## src/rtl/hazard_ctrl_if.sv

```systemverilog
// Hazard-control bundle: pipeline status into hazard_ctrl, stall/flush/redirect controls back out.
// master = pipeline side driving hazard status, slave = hazard_ctrl.
interface hazard_ctrl_if #(
  parameter int REG_ADDR_W = 5
);
  logic [REG_ADDR_W-1:0] id_rs1_addr;
  logic [REG_ADDR_W-1:0] id_rs2_addr;
  logic                  id_use_rs1;
  logic                  id_use_rs2;
  logic                  ex_memread;
  logic [REG_ADDR_W-1:0] ex_rd_addr;
  logic                  ex_branch;
  logic                  ex_jalr;
  logic                  ex_bp_taken;
  logic                  ex_taken;
  logic                  icache_stall;
  logic                  dcache_stall;
  logic                  pc_stall;
  logic                  ifid_stall;
  logic                  ifid_flush;
  logic                  idex_stall;
  logic                  idex_flush;
  logic [1:0]            redirect_sel;

  modport master (
    output id_rs1_addr, id_rs2_addr, id_use_rs1, id_use_rs2,
    output ex_memread, ex_rd_addr, ex_branch, ex_jalr, ex_bp_taken, ex_taken,
    output icache_stall, dcache_stall,
    input  pc_stall, ifid_stall, ifid_flush, idex_stall, idex_flush, redirect_sel
  );

  modport slave (
    input  id_rs1_addr, id_rs2_addr, id_use_rs1, id_use_rs2,
    input  ex_memread, ex_rd_addr, ex_branch, ex_jalr, ex_bp_taken, ex_taken,
    input  icache_stall, dcache_stall,
    output pc_stall, ifid_stall, ifid_flush, idex_stall, idex_flush, redirect_sel
  );
endinterface

```

## src/rtl/hazard_ctrl.sv

```systemverilog
// Load-use / mispredict hazard control with cache-freeze redirect hold; controls are combinational (0 cycles).
// Define HAZARD_PERF_EN to add saturating perf counters perf_stall_cyc, perf_mispred, perf_lu.
module hazard_ctrl #(
  parameter int REG_ADDR_W = 5,
  parameter int CNT_W      = 32
) (
  input  logic             clk,
  input  logic             rst,
  hazard_ctrl_if.slave     hz
`ifdef HAZARD_PERF_EN
  ,
  output logic [CNT_W-1:0] perf_stall_cyc,
  output logic [CNT_W-1:0] perf_mispred,
  output logic [CNT_W-1:0] perf_lu
`endif
);

  typedef enum logic [1:0] {RUN, FROZEN, FROZEN_REDIR} state_t;

  state_t     state_q, state_d;
  logic [1:0] pending_q, pending_d;

  logic       freeze, mispred, lu, lu_bubble;
  logic [1:0] sel;
  logic       pc_stall, ifid_stall, ifid_flush, idex_stall, idex_flush;
  logic [1:0] redirect_sel;

  assign freeze  = hz.icache_stall | hz.dcache_stall;
  assign mispred = hz.ex_jalr | (hz.ex_branch & (hz.ex_taken != hz.ex_bp_taken));
  assign sel     = hz.ex_jalr ? 2'd3 : (hz.ex_taken ? 2'd1 : 2'd2);
  assign lu      = hz.ex_memread & (hz.ex_rd_addr != {REG_ADDR_W{1'b0}})
                 & ((hz.id_use_rs1 & (hz.id_rs1_addr == hz.ex_rd_addr))
                  | (hz.id_use_rs2 & (hz.id_rs2_addr == hz.ex_rd_addr)));

  always_comb begin
    state_d      = state_q;
    pending_d    = pending_q;
    pc_stall     = 1'b0;
    ifid_stall   = 1'b0;
    ifid_flush   = 1'b0;
    idex_stall   = 1'b0;
    idex_flush   = 1'b0;
    redirect_sel = 2'd0;
    lu_bubble    = 1'b0;

    case (state_q)
      FROZEN_REDIR: begin
        if (freeze) begin
          pc_stall   = 1'b1;
          ifid_stall = 1'b1;
          idex_stall = 1'b1;
        end else begin
          ifid_flush   = 1'b1;
          idex_flush   = 1'b1;
          redirect_sel = pending_q;
          pending_d    = 2'd0;
          state_d      = RUN;
        end
      end
      default: begin
        if (freeze) begin
          pc_stall   = 1'b1;
          ifid_stall = 1'b1;
          idex_stall = 1'b1;
          // Only RUN captures a mispredict; while frozen the EX stage is not advancing.
          if (state_q == RUN && mispred) begin
            pending_d = sel;
            state_d   = FROZEN_REDIR;
          end else begin
            state_d   = FROZEN;
          end
        end else begin
          state_d = RUN;
          if (mispred) begin
            ifid_flush   = 1'b1;
            idex_flush   = 1'b1;
            redirect_sel = sel;
          end else if (lu) begin
            pc_stall   = 1'b1;
            ifid_stall = 1'b1;
            idex_flush = 1'b1;
            lu_bubble  = 1'b1;
          end
        end
      end
    endcase

    if (rst) begin
      pc_stall     = 1'b0;
      ifid_stall   = 1'b0;
      ifid_flush   = 1'b0;
      idex_stall   = 1'b0;
      idex_flush   = 1'b0;
      redirect_sel = 2'd0;
      lu_bubble    = 1'b0;
    end

    // A held register must never also be cleared in the same cycle.
    ifid_flush = ifid_flush & ~ifid_stall;
    idex_flush = idex_flush & ~idex_stall;
  end

  always_ff @(posedge clk) begin
    if (rst) begin
      state_q   <= RUN;
      pending_q <= 2'd0;
    end else begin
      state_q   <= state_d;
      pending_q <= pending_d;
    end
  end

  assign hz.pc_stall     = pc_stall;
  assign hz.ifid_stall   = ifid_stall;
  assign hz.ifid_flush   = ifid_flush;
  assign hz.idex_stall   = idex_stall;
  assign hz.idex_flush   = idex_flush;
  assign hz.redirect_sel = redirect_sel;

`ifdef HAZARD_PERF_EN
  logic [CNT_W-1:0] stall_cnt_q, mispred_cnt_q, lu_cnt_q;

  always_ff @(posedge clk) begin
    if (rst) begin
      stall_cnt_q   <= '0;
      mispred_cnt_q <= '0;
      lu_cnt_q      <= '0;
    end else begin
      if (pc_stall && !(&stall_cnt_q))
        stall_cnt_q <= stall_cnt_q + 1'b1;
      if ((redirect_sel != 2'd0) && !(&mispred_cnt_q))
        mispred_cnt_q <= mispred_cnt_q + 1'b1;
      if (lu_bubble && !(&lu_cnt_q))
        lu_cnt_q <= lu_cnt_q + 1'b1;
    end
  end

  assign perf_stall_cyc = stall_cnt_q;
  assign perf_mispred   = mispred_cnt_q;
  assign perf_lu        = lu_cnt_q;
`endif

endmodule
```

## src/flat_wrapper.sv

```systemverilog
// flat-port wrapper written by rule: the top's interface ports become plain ports
module hazard_ctrl_flat 
#(
  parameter int REG_ADDR_W = 5,
  parameter int CNT_W      = 32
)
  (clk, rst, hz_id_rs1_addr, hz_id_rs2_addr, hz_id_use_rs1, hz_id_use_rs2, hz_ex_memread, hz_ex_rd_addr, hz_ex_branch, hz_ex_jalr, hz_ex_bp_taken, hz_ex_taken, hz_icache_stall, hz_dcache_stall, hz_pc_stall, hz_ifid_stall, hz_ifid_flush, hz_idex_stall, hz_idex_flush, hz_redirect_sel);
  hazard_ctrl_if #(.REG_ADDR_W(REG_ADDR_W)) hz_i ();
  input  logic clk;
  input  logic rst;
  input wire logic [$bits(hz_i.id_rs1_addr)-1:0] hz_id_rs1_addr;
  input wire logic [$bits(hz_i.id_rs2_addr)-1:0] hz_id_rs2_addr;
  input wire logic [$bits(hz_i.id_use_rs1)-1:0] hz_id_use_rs1;
  input wire logic [$bits(hz_i.id_use_rs2)-1:0] hz_id_use_rs2;
  input wire logic [$bits(hz_i.ex_memread)-1:0] hz_ex_memread;
  input wire logic [$bits(hz_i.ex_rd_addr)-1:0] hz_ex_rd_addr;
  input wire logic [$bits(hz_i.ex_branch)-1:0] hz_ex_branch;
  input wire logic [$bits(hz_i.ex_jalr)-1:0] hz_ex_jalr;
  input wire logic [$bits(hz_i.ex_bp_taken)-1:0] hz_ex_bp_taken;
  input wire logic [$bits(hz_i.ex_taken)-1:0] hz_ex_taken;
  input wire logic [$bits(hz_i.icache_stall)-1:0] hz_icache_stall;
  input wire logic [$bits(hz_i.dcache_stall)-1:0] hz_dcache_stall;
  output wire logic [$bits(hz_i.pc_stall)-1:0] hz_pc_stall;
  output wire logic [$bits(hz_i.ifid_stall)-1:0] hz_ifid_stall;
  output wire logic [$bits(hz_i.ifid_flush)-1:0] hz_ifid_flush;
  output wire logic [$bits(hz_i.idex_stall)-1:0] hz_idex_stall;
  output wire logic [$bits(hz_i.idex_flush)-1:0] hz_idex_flush;
  output wire logic [$bits(hz_i.redirect_sel)-1:0] hz_redirect_sel;
  assign hz_i.id_rs1_addr = hz_id_rs1_addr;
  assign hz_i.id_rs2_addr = hz_id_rs2_addr;
  assign hz_i.id_use_rs1 = hz_id_use_rs1;
  assign hz_i.id_use_rs2 = hz_id_use_rs2;
  assign hz_i.ex_memread = hz_ex_memread;
  assign hz_i.ex_rd_addr = hz_ex_rd_addr;
  assign hz_i.ex_branch = hz_ex_branch;
  assign hz_i.ex_jalr = hz_ex_jalr;
  assign hz_i.ex_bp_taken = hz_ex_bp_taken;
  assign hz_i.ex_taken = hz_ex_taken;
  assign hz_i.icache_stall = hz_icache_stall;
  assign hz_i.dcache_stall = hz_dcache_stall;
  assign hz_pc_stall = hz_i.pc_stall;
  assign hz_ifid_stall = hz_i.ifid_stall;
  assign hz_ifid_flush = hz_i.ifid_flush;
  assign hz_idex_stall = hz_i.idex_stall;
  assign hz_idex_flush = hz_i.idex_flush;
  assign hz_redirect_sel = hz_i.redirect_sel;
  hazard_ctrl #(.REG_ADDR_W(REG_ADDR_W), .CNT_W(CNT_W)) u_core (.clk(clk), .rst(rst), .hz(hz_i));
endmodule
```

## config.mk

```make
export PLATFORM = sky130hd
export DESIGN_NAME = hazard_ctrl_flat
export DESIGN_NICKNAME = d
export VERILOG_FILES = /design/src/rtl/hazard_ctrl_if.sv /design/src/rtl/hazard_ctrl.sv /design/src/flat_wrapper.sv
export SDC_FILE = /design/constraint.sdc
export NUM_CORES = 1
export LEC_CHECK = 0
export BUFFER_PORTS_ARGS = -buffer_cell sky130_fd_sc_hd__buf_4
export CAP_MARGIN = 20
export CORE_AREA = 2 2 39 41
export DETAILED_ROUTE_END_ITERATION = 16
export DIE_AREA = 0 0 41 43
export PLACE_DENSITY = 0.68
export SKIP_LAST_GASP = 1
export SYNTH_ARGS = -nofsm -noshare
export SYNTH_HDL_FRONTEND = slang
export SYNTH_SLANG_ARGS = --single-unit
export TNS_END_PERCENT = 50
```

## constraint.sdc

```tcl
create_clock -name clk -period 2.25 [get_ports clk]
set_input_delay 0.1125 -clock clk [delete_from_list [all_inputs] [get_ports clk]]
set_output_delay 0.1125 -clock clk [all_outputs]
set_load 0.02 [all_outputs]
```

; ---- After elaboration in Yosys (flattened, before gate mapping)
; Cells that the tools add are included.
[totals]
elab_cells = 55
output_inout_bits = 7
register_bits = 4
[classes]
n_eq_ne = 5
bitwise = 12
n_reduce_logical = 6
mux = 30
[op_table]
columns = operator, count
row1 = $mux 2, 14
row2 = $mux 1, 16
row3 = $eq 5x5->1, 2
row4 = $and 1x1->1, 7
row5 = $reduce_bool 5->1, 1
row6 = $reduce_bool 2->1, 2
row7 = $or 1x1->1, 3
row8 = $reduce_and 3->1, 1
row9 = $eq 2x2->1 const B, 1
row10 = $logic_not 2->1, 1
row11 = $ne 2x2->1 const B, 1
row12 = $not 1->1, 2
row13 = $logic_and 1x1->1, 1
row14 = $ne 1x1->1, 1

; ---- Longest topological paths before layout
[depth]
depth_word = 11
ltp_mapped = 6

; ---- Worst setup path before layout
; OpenSTA, ideal clock, no wires.
[synth_timing]
kind = reg-to-output
from = reg u_core.state_q[1]
to = out hz_pc_stall
path_buffers = 2
arrival_ns = 1.560
stages_incl_launch_ff = 6
slack_ns = 0.577
path_cell_list = dfxtp_1 nor2b_1 clkbuf_1 or4_1 o22ai_2 buf_4
[synth_via]
elab_chain_len = 3
[synth_lines]
columns = item, line
row1 = "start, declared", hazard_ctrl.sv:20  ; state_t state_q, state_d;
row2 = "start signal, assigned", hazard_ctrl.sv:108  ; state_q <= state_d;
row3 = $eq 2x2->1, --
row4 = $mux 1 (2 in series), --
row5 = "end, declared", flat_wrapper.sv:23  ; output wire logic [$bits(hz_i.pc_stall)-1:0] hz_pc_stall;
; No other way between the ends.

; ---- Worst setup path after layout
[layout_timing]
from = reg u_core.state_q[1]
to = reg u_core.pending_q[1]
[layout_via]
elab_chain_len = 4
[layout_lines]
columns = item, line
row1 = $logic_not 2->1, hazard_ctrl.sv:66  ; if (state_q == RUN && mispred) begin
row2 = $logic_and 1x1->1, hazard_ctrl.sv:66
row3 = $reduce_bool 2->1 (no line), --
row4 = $reduce_and 3->1 (no line), --
row5 = "end signal, assigned", hazard_ctrl.sv:109  ; pending_q <= pending_d;
row6 = "end, declared", hazard_ctrl.sv:21  ; logic [1:0] pending_q, pending_d;
; Several ways; a longest one is shown, not always the timed one.
; A chain may end at the register's enable or synchronous reset.

==> results.py <==
metrics = {
    "global_route": {
        "use_met2_pct": 22.8,
        "grt_pass1_wl_um": 1810,
        "gr-usage-all-layers_pct": 15.3,
        "met3_usage_pct": 4.71,
        "antenna_found_initial": 0,
        "grt_util_met1_pct": 16.9,
        "grt_busiest_layer": "met2",
        "grt_max_degree": 11,
        "grt-ovfl-total": 0,
        "grt_pass1_vias": 497,
    },
    "clock_tree": {
        "cts_hold_buffers": 0,
        "postCtsSetupBuffers": 0,
        "cts.sinks": 4,
        "max-clock-path-buffers": 2,
        "ctsHtreeMaxLevel": 1,
        "cts-root-buf": "clkbuf_4",
        "cts_tree": "yes",
        "path_clk_slew_ps": 40,
        "cts-resized-gates": 0,
        "numCtsBuffers": 3,
        "clk_latency_ps": 240,
    },
    "route": {
        "via_count": 539,
        "via_per_inst": 5.08,
        "drc": 0,
        "wl_um": 1120,
        "drtIter0Drc": 12,
        "dr.pass1.iters": 4,
        "ant_nets": 0,
        "wire_per_inst_um": 10.6,
    },
    "synth": {
        "synthMuxAreaShare_pct": 5.03,
        "yosysSeqAreaShare_pct": 17.9,
        "postSynthAreaPerCell_um2": 7.72,
        "synthAdderAreaFrac_pct": 2.79,
        "yosys.area_share.xor_xnor_pct": 21.5,
        "synth-main-ff-cell": "dfxtp_1",
        "synth-compound-area-share_pct": 20.4,
        "netlist.area_leader.share_pct": 17.9,
        "synth-async-reset-ratio_pct": 0,
        "syn_area_um2": 448,
        "syn-num-nets": 85,
        "ys_types": 25,
        "synth_top_family_by_area": "simple AND/OR/NAND/NOR gates",
        "netlist_instances": 58,
        "yosysTopAreaCell": "dfxtp_1",
        "yosysMostFrequentCell": "xor2_1",
        "yosys_warnings": 0,
        "ys_ff_latch": 4,
        "synth-edff-count": 0,
        "synth_simple_gate_area_share_pct": 26.5,
        "synth_commonest_cells": "xor2_1 (9), nor2_1 (8), dfxtp_1 (4), nor2b_1 (4)",
        "synth_area_leaders": "dfxtp_1 (18%), xor2_1 (18%), nor2_1 (6.7%)",
    },
    "power": {
        "finalPower_mw": 0.308,
        "p_clk_share_pct": 30.0,
        "irDropWorstVdd_mv": 0.177,
        "switching_share_pct": 30.9,
        "p_int_mw": 0.213,
        "power_switching_mw": 0.0954,
        "p_leak_nw": 0.341,
        "p_seq_share_pct": 28.1,
        "powerDensity_nw_per_um2": 431,
        "combPwrFrac_pct": 41.9,
    },
    "hold_path": {
        "hold_path_depth": 2,
        "hold_path.class": "in2reg",
        "worstHoldStart": "rst",
        "hold_end": "u_core.state_q[1]$_SDFFE_PP0P_",
    },
    "floorplanning": {
        "initial_core_util_pct": 32.4,
        "ios": 33,
        "die-area_um2": 1760,
        "coreArea_um2": 1380,
        "rows": 14,
        "die_w_um": 41,
        "die_y_um": 43,
    },
    "placed_design": {
        "portBuffers": 32,
        "place_area_um2": 693,
        "gp_congestion": 0.686,
        "placed_cells": 103,
        "dpl.hpwl_um": 969,
        "preCtsSetupSlack_ps": 459,
    },
    "critical_path": {
        "max_stage_delay_ps": 470,
        "slowest_stage": "nor2b_1",
        "crit_family": "simple AND/OR/NAND/NOR gates",
        "critPathBufInv": 0,
        "cp_cell_sequence": "nor2b_1 > ha_1 > nor3b_1 > mux2_2",
        "path_max_fanout": 9,
        "cp-end-kind": "register",
        "worstPathRequired_ps": 2380,
        "start_kind": "register",
        "critPathKind": "reg2reg",
        "r2r_start": "u_core.state_q[1]$_SDFFE_PP0P_",
        "reg2reg_to": "u_core.pending_q[1]$_SDFFE_PP0P_",
        "rr_worst_depth": 4,
        "timing.reg2reg.setup_slack_ps": 450,
        "critPathArrivalTime_ps": 1930,
    },
    "job": {
        "maxCapViolations": 0,
    },
    "finish": {
        "layout-drive-gt1-share_pct": 42.2,
        "final_cell_area_um2": 716,
        "synthToLayoutAreaGrowth_pct": 59.8,
        "nFillCells": 138,
        "final_util_pct": 51.7,
        "nets": 119,
        "stdcell_count": 106,
        "n_antenna_cell": 0,
    },
    "timing": {
        "rsz0062_at_grt": "no",
        "min_period_ps": 1800,
        "post-route-period-util_pct": 80.1,
        "slew_headroom_pct": 64.9,
        "tightest_slew_ps": 526,
        "setup_slack_ps": 448,
        "finalSetupTns_ps": 0,
        "setup_violations": 0,
        "drv_slew": 0,
        "finClkSkew_ps": 1.19,
        "fmax_mhz": 555,
        "whs_ps": 108,
        "hold_viol_final": 0,
    },
    "status": {
        "status": "completed",
    },
}
how the worst max path moves through the flow:
stage                              startpoint                          endpoint  slack, ps  cells past startpoint
2_1_floorplan  u_core.state_q[1]$_SDFFE_PP0P_                       hz_pc_stall        580                      5
3_3_place_gp   u_core.state_q[1]$_SDFFE_PP0P_  u_core.pending_q[0]$_SDFFE_PP0P_        520                      4
3_5_place_dp   u_core.state_q[1]$_SDFFE_PP0P_  u_core.pending_q[1]$_SDFFE_PP0P_        460                      4
4_1_cts        u_core.state_q[1]$_SDFFE_PP0P_  u_core.pending_q[1]$_SDFFE_PP0P_        440                      4
5_1_grt        u_core.state_q[1]$_SDFFE_PP0P_  u_core.pending_q[1]$_SDFFE_PP0P_        330                      4
6_report       u_core.state_q[1]$_SDFFE_PP0P_  u_core.pending_q[1]$_SDFFE_PP0P_        450                      4
state kept, by name, summed over array words and instances, names as in the netlist:
name / flops
u_core.pending_q: 2
u_core.state_q: 2
cell families after synthesis:
group | count (synthesis)
muxes | 2
and+or+nand+nor | 22
xor gates and xnor gates | 11
buffers and inverters | 6
adders and majority gates | 1
AOI/OAI and AO/OA | 12
DFF | 4
power by group through the flow:
stage / Combinational [mW] / Sequential (mW) / Clock [mW]
after floorplan: 0.0749 / 0.0861 / 0
after global placement: 0.128 / 0.0871 / 0
after detailed placement: 0.130 / 0.0874 / 0
after CTS: 0.131 / 0.0864 / 0.0968
after global routing: 0.143 / 0.0878 / 0.0989
final: 0.129 / 0.0866 / 0.0924
layer usage:
| metal | up-vias | routed length (µm) | part of all wire, % |
|---|---|---|---|
| li1 | 273 | - | - |
| met1 | 228 | 434 | 39 |
| met2 | 33 | 522 | 47 |
| met3 | 5 | 125 | 11 |
| met4 | 0 | 38 | 3.4 |
| met5 | - | 0 | 0 |
cell type report:
cell class	count	area [µm²]	share of cell area, %
Tap cell	16	20.0	2.80
Timing Repair Buffer	32	240	33.6
Inverter	3	11.3	1.57
Sequential cell	4	80.1	11.2
Multi-Input combinational cell	48	342	47.7
Clock buffer	3	22.5	3.15
worst reg2reg max path, cell delays in order (launching register included):
cell     delay [ps]
dfxtp_1         360
nor2b_1         470
ha_1            190
nor3b_1         290
mux2_2          370
cell usage in the layout (no fill, tap or decap), drive strengths merged, types with 2 or more instances in the layout:
cell	instances
a211oi	2
a22oi	3
buf	32
clkbuf	3
dfxtp	4
inv	3
mux2	2
nor2	8
nor2b	4
nor3	2
nor4	3
or4	2
xnor2	2
xor2	9
(Power assumes the default switching activity.)
